===== src/rtl/div_pkg.sv =====
// Shared types and op encodings for the sequential RISC-V M-extension divider.
package div_pkg;

   typedef enum logic [1:0] {
      IDLE = 2'd0,
      LOAD = 2'd1,
      CALC = 2'd2,
      FIX  = 2'd3
   } state_t;

   localparam logic [1:0] OP_DIV  = 2'b00;
   localparam logic [1:0] OP_DIVU = 2'b01;
   localparam logic [1:0] OP_REM  = 2'b10;
   localparam logic [1:0] OP_REMU = 2'b11;

   function automatic logic op_is_signed(input logic [1:0] op);
      return ~op[0];
   endfunction

   function automatic logic op_is_rem(input logic [1:0] op);
      return op[1];
   endfunction

endpackage


===== src/rtl/nb_twos_comp.sv =====
// Two's complement sign changer: y = -a modulo 2^n.
module nb_twos_comp #(
   parameter int n = 32
) (
   input  logic [n-1:0] a,
   output logic [n-1:0] y
);

   assign y = '0 - a;

endmodule


===== src/rtl/nb_seq_signed_div.sv =====
// Restoring iterative divider for DIV/DIVU/REM/REMU with fixed n+2 cycle latency.
module nb_seq_signed_div
   import div_pkg::*;
#(
   parameter int n = 32
) (
   input  logic         CLK,
   input  logic         RST_N,
   input  logic         start,
   input  logic [1:0]   op,
   input  logic [n-1:0] dividend,
   input  logic [n-1:0] divisor,
   output logic         busy,
   output logic         done,
   output logic [n-1:0] result
);

   localparam int CW = $clog2(n) + 1;
   localparam logic [CW-1:0] LAST = CW'(n - 1);

   state_t state, state_nxt;
   logic   accept;

   logic [1:0]    op_r;
   logic [n-1:0]  a_r, b_r;
   logic [n-1:0]  dmag, quo, rem;
   logic [CW-1:0] cnt;
   logic          q_neg, r_neg;

   logic          sgn;
   logic [n-1:0]  a_inv, b_inv, q_inv, r_inv;
   logic [n:0]    rem_sh, diff;
   logic [n-1:0]  quo_sh;
   logic          div0, ovf;
   logic [n-1:0]  q_fix, r_fix, res_fix;

   assign sgn = op_is_signed(op_r);

   nb_twos_comp #(.n(n)) u_tc_dividend (.a(a_r),  .y(a_inv));
   nb_twos_comp #(.n(n)) u_tc_divisor  (.a(b_r),  .y(b_inv));
   nb_twos_comp #(.n(n)) u_tc_quo      (.a(quo),  .y(q_inv));
   nb_twos_comp #(.n(n)) u_tc_rem      (.a(rem),  .y(r_inv));

   always_ff @(posedge CLK or negedge RST_N) begin
      if (!RST_N) state <= IDLE;
      else        state <= state_nxt;
   end

   // A start in the done cycle is refused so the pipeline sees one clean idle cycle.
   always_comb begin
      state_nxt = state;
      accept    = 1'b0;
      case (state)
         IDLE: begin
            if (start && !done) begin
               accept    = 1'b1;
               state_nxt = LOAD;
            end
         end
         LOAD:    state_nxt = CALC;
         CALC:    if (cnt == LAST) state_nxt = FIX;
         FIX:     state_nxt = IDLE;
         default: state_nxt = IDLE;
      endcase
   end

   // Remainder stays below the divisor magnitude, so n stored bits suffice;
   // the extra bit only exists in the shifted trial value.
   always_comb begin
      rem_sh = {rem, quo[n-1]};
      quo_sh = {quo[n-2:0], 1'b0};
      diff   = rem_sh - {1'b0, dmag};
   end

   always_comb begin
      div0 = (b_r == '0);
      ovf  = sgn && (a_r == {1'b1, {(n-1){1'b0}}}) && (b_r == '1);
      if (div0) begin
         q_fix = '1;
         r_fix = a_r;
      end else if (ovf) begin
         q_fix = a_r;
         r_fix = '0;
      end else begin
         q_fix = q_neg ? q_inv : quo;
         r_fix = r_neg ? r_inv : rem;
      end
      res_fix = op_is_rem(op_r) ? r_fix : q_fix;
   end

   always_ff @(posedge CLK or negedge RST_N) begin
      if (!RST_N) begin
         op_r   <= '0;
         a_r    <= '0;
         b_r    <= '0;
         dmag   <= '0;
         quo    <= '0;
         rem    <= '0;
         cnt    <= '0;
         q_neg  <= 1'b0;
         r_neg  <= 1'b0;
         busy   <= 1'b0;
         done   <= 1'b0;
         result <= '0;
      end else begin
         done <= 1'b0;
         case (state)
            IDLE: begin
               if (accept) begin
                  op_r <= op;
                  a_r  <= dividend;
                  b_r  <= divisor;
                  busy <= 1'b1;
               end else if (done) begin
                  busy <= 1'b0;
               end
            end
            LOAD: begin
               quo   <= (sgn && a_r[n-1]) ? a_inv : a_r;
               dmag  <= (sgn && b_r[n-1]) ? b_inv : b_r;
               q_neg <= sgn && (a_r[n-1] ^ b_r[n-1]);
               r_neg <= sgn && a_r[n-1];
               rem   <= '0;
               cnt   <= '0;
            end
            CALC: begin
               rem <= diff[n] ? rem_sh[n-1:0] : diff[n-1:0];
               quo <= {quo_sh[n-1:1], ~diff[n]};
               cnt <= cnt + CW'(1);
            end
            FIX: begin
               result <= res_fix;
               done   <= 1'b1;
            end
            default: ;
         endcase
      end
   end

endmodule


===== config.mk =====
export PLATFORM = sky130hd
export DESIGN_NAME = nb_seq_signed_div
export DESIGN_NICKNAME = d
export VERILOG_FILES = /design/src/rtl/div_pkg.sv /design/src/rtl/nb_twos_comp.sv /design/src/rtl/nb_seq_signed_div.sv
export SDC_FILE = /design/constraint.sdc
export NUM_CORES = 1
export LEC_CHECK = 0
export CORE_MARGIN = 2
export CORE_UTILIZATION = 30
export CTS_BUF_LIST = sky130_fd_sc_hd__clkbuf_8
export CTS_CLUSTER_DIAMETER = 40
export DETAILED_ROUTE_END_ITERATION = 8
export PLACE_DENSITY = 0.45
export SKIP_LAST_GASP = 1
export SLEW_MARGIN = 20
export SYNTH_ARGS = -nofsm -noshare
export SYNTH_HDL_FRONTEND = slang
export SYNTH_SLANG_ARGS = --single-unit

===== constraint.sdc =====
create_clock -name CLK -period 3.5 [get_ports CLK]
set_input_delay 0.35 -clock CLK [delete_from_list [all_inputs] [get_ports CLK]]
set_output_delay 0.35 -clock CLK [all_outputs]
set_load 0.005 [all_outputs]

==> results by group <==
Synth
  • Syn Nets: roughly 1.6k
  • Synthesized area per cell: ~9.0 um2
  • Ranking of synthesized cells by area: dfrtp_1, mux2_2, xnor2_1, a21oi_1, ha_1
  • Number of flops mapped to enable cells by yosys: 0
  • Synth Cell Area: between 10000 and 15000 um2
  • #FFs+latches synth: around 210
  • Synth top area share: 37.6%
  • Main synth FF type: dfrtp_1
  • Warnings, synthesis: 0
  • Mapped Cells: between 1.5k and 2k
  • Area leader, netlist: dfrtp_1
  • Netlist cell types: 68
  • Post-synth ARST share: 100%
  • Register area share after synthesis: a little under two fifths

Route
  • DR pass1 iterations: 5
  • Drt drc: 0
  • Wire length per cell: 19.9 um
  • Via density: roughly 5.2
  • Vias: about 12k
  • Routed WL: 45600 um
  • DRT iter0 DRCs: ~800
  • Routed Antenna Nets: 0

Global route
  • Grt total ovfl: 0
  • Met3 GRT Util: 2.65%
  • Total Routing Usage GR: about a fifth
  • Met1 usage: 28.1%
  • Most crowded layer after global routing: met2
  • Global-route wire length before repair: between 70000 and 80000 um
  • Largest net degree at the start of global routing: 115
  • GR Util met2: about 30%
  • Initial antenna violation count: 0
  • Vias in the first global route: between 10k and 15k

Finish
  • Diode count: 0
  • Final Instance Area: approximately 17000 um2
  • Final #Nets: 1765
  • Area grow syn2layout: 23.4%
  • Layout cells sized above 1: 17.4%
  • Fin util: between 30% and 40%

Min path
  • HP Start: divisor[11]
  • Hold depth: 2
  • Tightest Hold Check Type: input port to register
  • Worst Hold End: b_r[11]

Critical path
  • Reg2Reg Depth: 8
  • Crit. End Element: register
  • WP data arrival: roughly 3.8 ns
  • Flop-to-flop setup slack: between 0.2 and 0.25 ns
  • CP max FO: 7
  • Worst setup path start: b_r[6]
  • Reg2reg end: result[3]
  • WS Path Type: register to register
  • CP required: between 4 and 5 ns
  • Reg2Reg Launch Point: b_r[6]
  • Startpoint type of the worst setup path: register
  • Critical path's slowest cell: or3_1
  • Slowest stage delay, CP: ~0.6 ns
  • Critical-path cell list: or4_4 > or3_4 > nor3_4 > nand4_1 > or3_1 > buf_4 > a32oi_1 > mux2_2

Placed design
  • IO buf count: 102
  • Routability cong.: roughly 0.86
  • Area after DPL: 15700 um2
  • DP Wirelength: about 33000 um

Power
  • Worst VDD drop: about 0.00044 V
  • Sw power: 6.51 mW
  • P_leak: around 7 nW
  • Sequential share of power: 30.0%
  • Logic pwr share: between 40% and 50%
  • Pwr/cell area: slightly above 900 nW/um2
  • Clk pwr share: between 20% and 30%
  • Pint: 9.11 mW
  • Switching share of power: a little over two fifths

Die
  • Core ar.: roughly 45000 um2
  • Row cnt: a little under 80
  • Die W: 218 um
  • Die Area: between 40000 and 50000 um2
  • Starting Density: ~30%
  • Die height: about 220 um
  • Ports: between 100 and 150

STA
  • Final Hold Violating Endpoints: 0
  • Fin crit share: around 94%
  • Final min period: roughly 3.3 ns
  • Rel. slew slack: between 30% and 40%
  • Min Hold Slack: approximately 0.35 ns
  • Slew @ Worst Pin: ~0.99 ns
  • Setup violators final: 0
  • Final Skew: between 0.02 and 0.03 ns
  • Fmax achieved: about 300 MHz
  • Slew Viols, Final: 0

CTS
  • Root Driver: clkbuf_8
  • H-tree level count: 2
  • Worst-case clock buffer depth: 3
  • CTS tree: built
  • Num CTS Buffers: 49
  • Clock sink count: 206
  • Clock transition at the registers of the reported paths: 0.06 ns
  • Worst-Skew Late Latency: between 0.6 and 0.7 ns

Run status
  • Status: completed

Flow run
  • Max-cap violations: 0
-- final cells by class --
type	instances	area (um2)
sequential	206	5150
clock buffer	56	771
timing repair buffer	176	1660
clock inverter	31	400
inverter	87	327
fill	4671	28400
tap	600	751
multi-input combinational	1133	7860
-- cell families after synthesis --
| family | Yosys count | synth area share (%) |
|---|---|---|
| and+or+nand+nor | 418 | 15.1 |
| AOI/OAI and AO/OA | 404 | 18.7 |
| DFF | 206 | 37.6 |
| buffers and inverters | 180 | 5.36 |
| xor gates and xnor gates | 145 | 9.26 |
| muxes | 123 | 10.1 |
| adders and majority gates | 43 | 3.98 |
-- cell usage in the layout, fill, tap and decap left out, types with 67 or more instances in the layout --
| master | instances |
|---|---|
| xnor2_1 | 89 |
| a21oi_1 | 105 |
| clkdlybuf4s50_1 | 101 |
| inv_1 | 98 |
| dfrtp_1 | 206 |
| o21ai_0 | 99 |
| nor2_1 | 89 |
| nand2_1 | 132 |
| buf_4 | 67 |
| mux2_2 | 119 |
-- power groups by stage --
stage	combinational (mW)	clock [mW]	sequential, mW
floorplan	5.23	0	4.30
global placement	7.44	0	4.70
detailed placement	7.45	0	4.73
CTS	7.51	3.56	4.69
global route	8.31	3.65	4.86
finish	7.50	3.43	4.69
-- timing repair --
item / in CTS / in global routing
endpoints found under the setup margin: 0 / 37
resized for setup: 0 / 6
endpoints found under the hold margin: 111 / 0
hold buffers: 1 / 0
setup buffers: 0 / 3
-- registers in the layout, indices dropped and copies added, names as in the netlist, 2 cells and up --
signal  cells
state       2
op_r        2
cnt         6
b_r        32
quo        32
dmag       32
rem        32
a_r        32
result     32
-- cells in the mapped netlist, types with 5 or more instances --
cell type / n
a21o_1: 21
a21oi_1: 105
a22oi_1: 8
a31oi_1: 14
a32oi_1: 10
and2_1: 6
and3_1: 10
buf_2: 11
buf_6: 6
clkbuf_1: 73
dfrtp_1: 206
ha_1: 42
inv_1: 87
mux2_2: 119
nand2_1: 132
nand2b_1: 12
nand3_1: 39
nand4_1: 44
nor2_1: 89
nor2b_1: 13
nor3_1: 17
nor4_1: 12
o211ai_1: 6
o21a_1: 5
o21ai_0: 99
o21ai_1: 27
o221ai_1: 26
o31ai_1: 29
o41ai_1: 15
or3_1: 18
or4_1: 9
xnor2_1: 89
xor2_1: 56
-- per-layer routing --
metal  vias up  share of wire [%]
li1       5763                  -
met1      5859                 49
met2       292                 45
met3        66                4.3
met4         0                2.2
met5         -                  0
-- stage by stage --
| stage | setup slack (ns) | setup TNS (ns) | std cells | total power [mW] |
|---|---|---|---|---|
| after global routing | -0.00321 | -0.00321 | 2289 | 16.8 |
| final | 0.206 | 0 | 2289 | 15.6 |
| after floorplan | 0.244 | 0 | 1519 | 9.53 |
| after global placement | 0.209 | 0 | 2198 | 12.1 |
| after CTS | 0.0355 | 0 | 2286 | 15.8 |
| after detailed placement | 0.0389 | 0 | 2198 | 12.2 |
-- worst max-delay path: cells and delay by family (launching register included) --
kind / cells / cell delay (ns)
muxes: 1 / 0.23
buffers and inverters: 1 / 0.26
DFF: 1 / 0.42
AOI/OAI and AO/OA: 1 / 0.31
and+or+nand+nor: 5 / 2.01
-- worst max-delay path by stage --
stage / endpoint / cells past startpoint / slack, ns
after floorplan: rem[31] / 15 / 0.24
after global placement: rem[12] / 13 / 0.21
after detailed placement: rem[7] / 13 / 0.04
after CTS: rem[25] / 13 / 0.04
after global routing: rem[23] / 13 / -0.003
final: result[3] / 8 / 0.21
No activity file was read; power rests on OpenSTA's default activity.
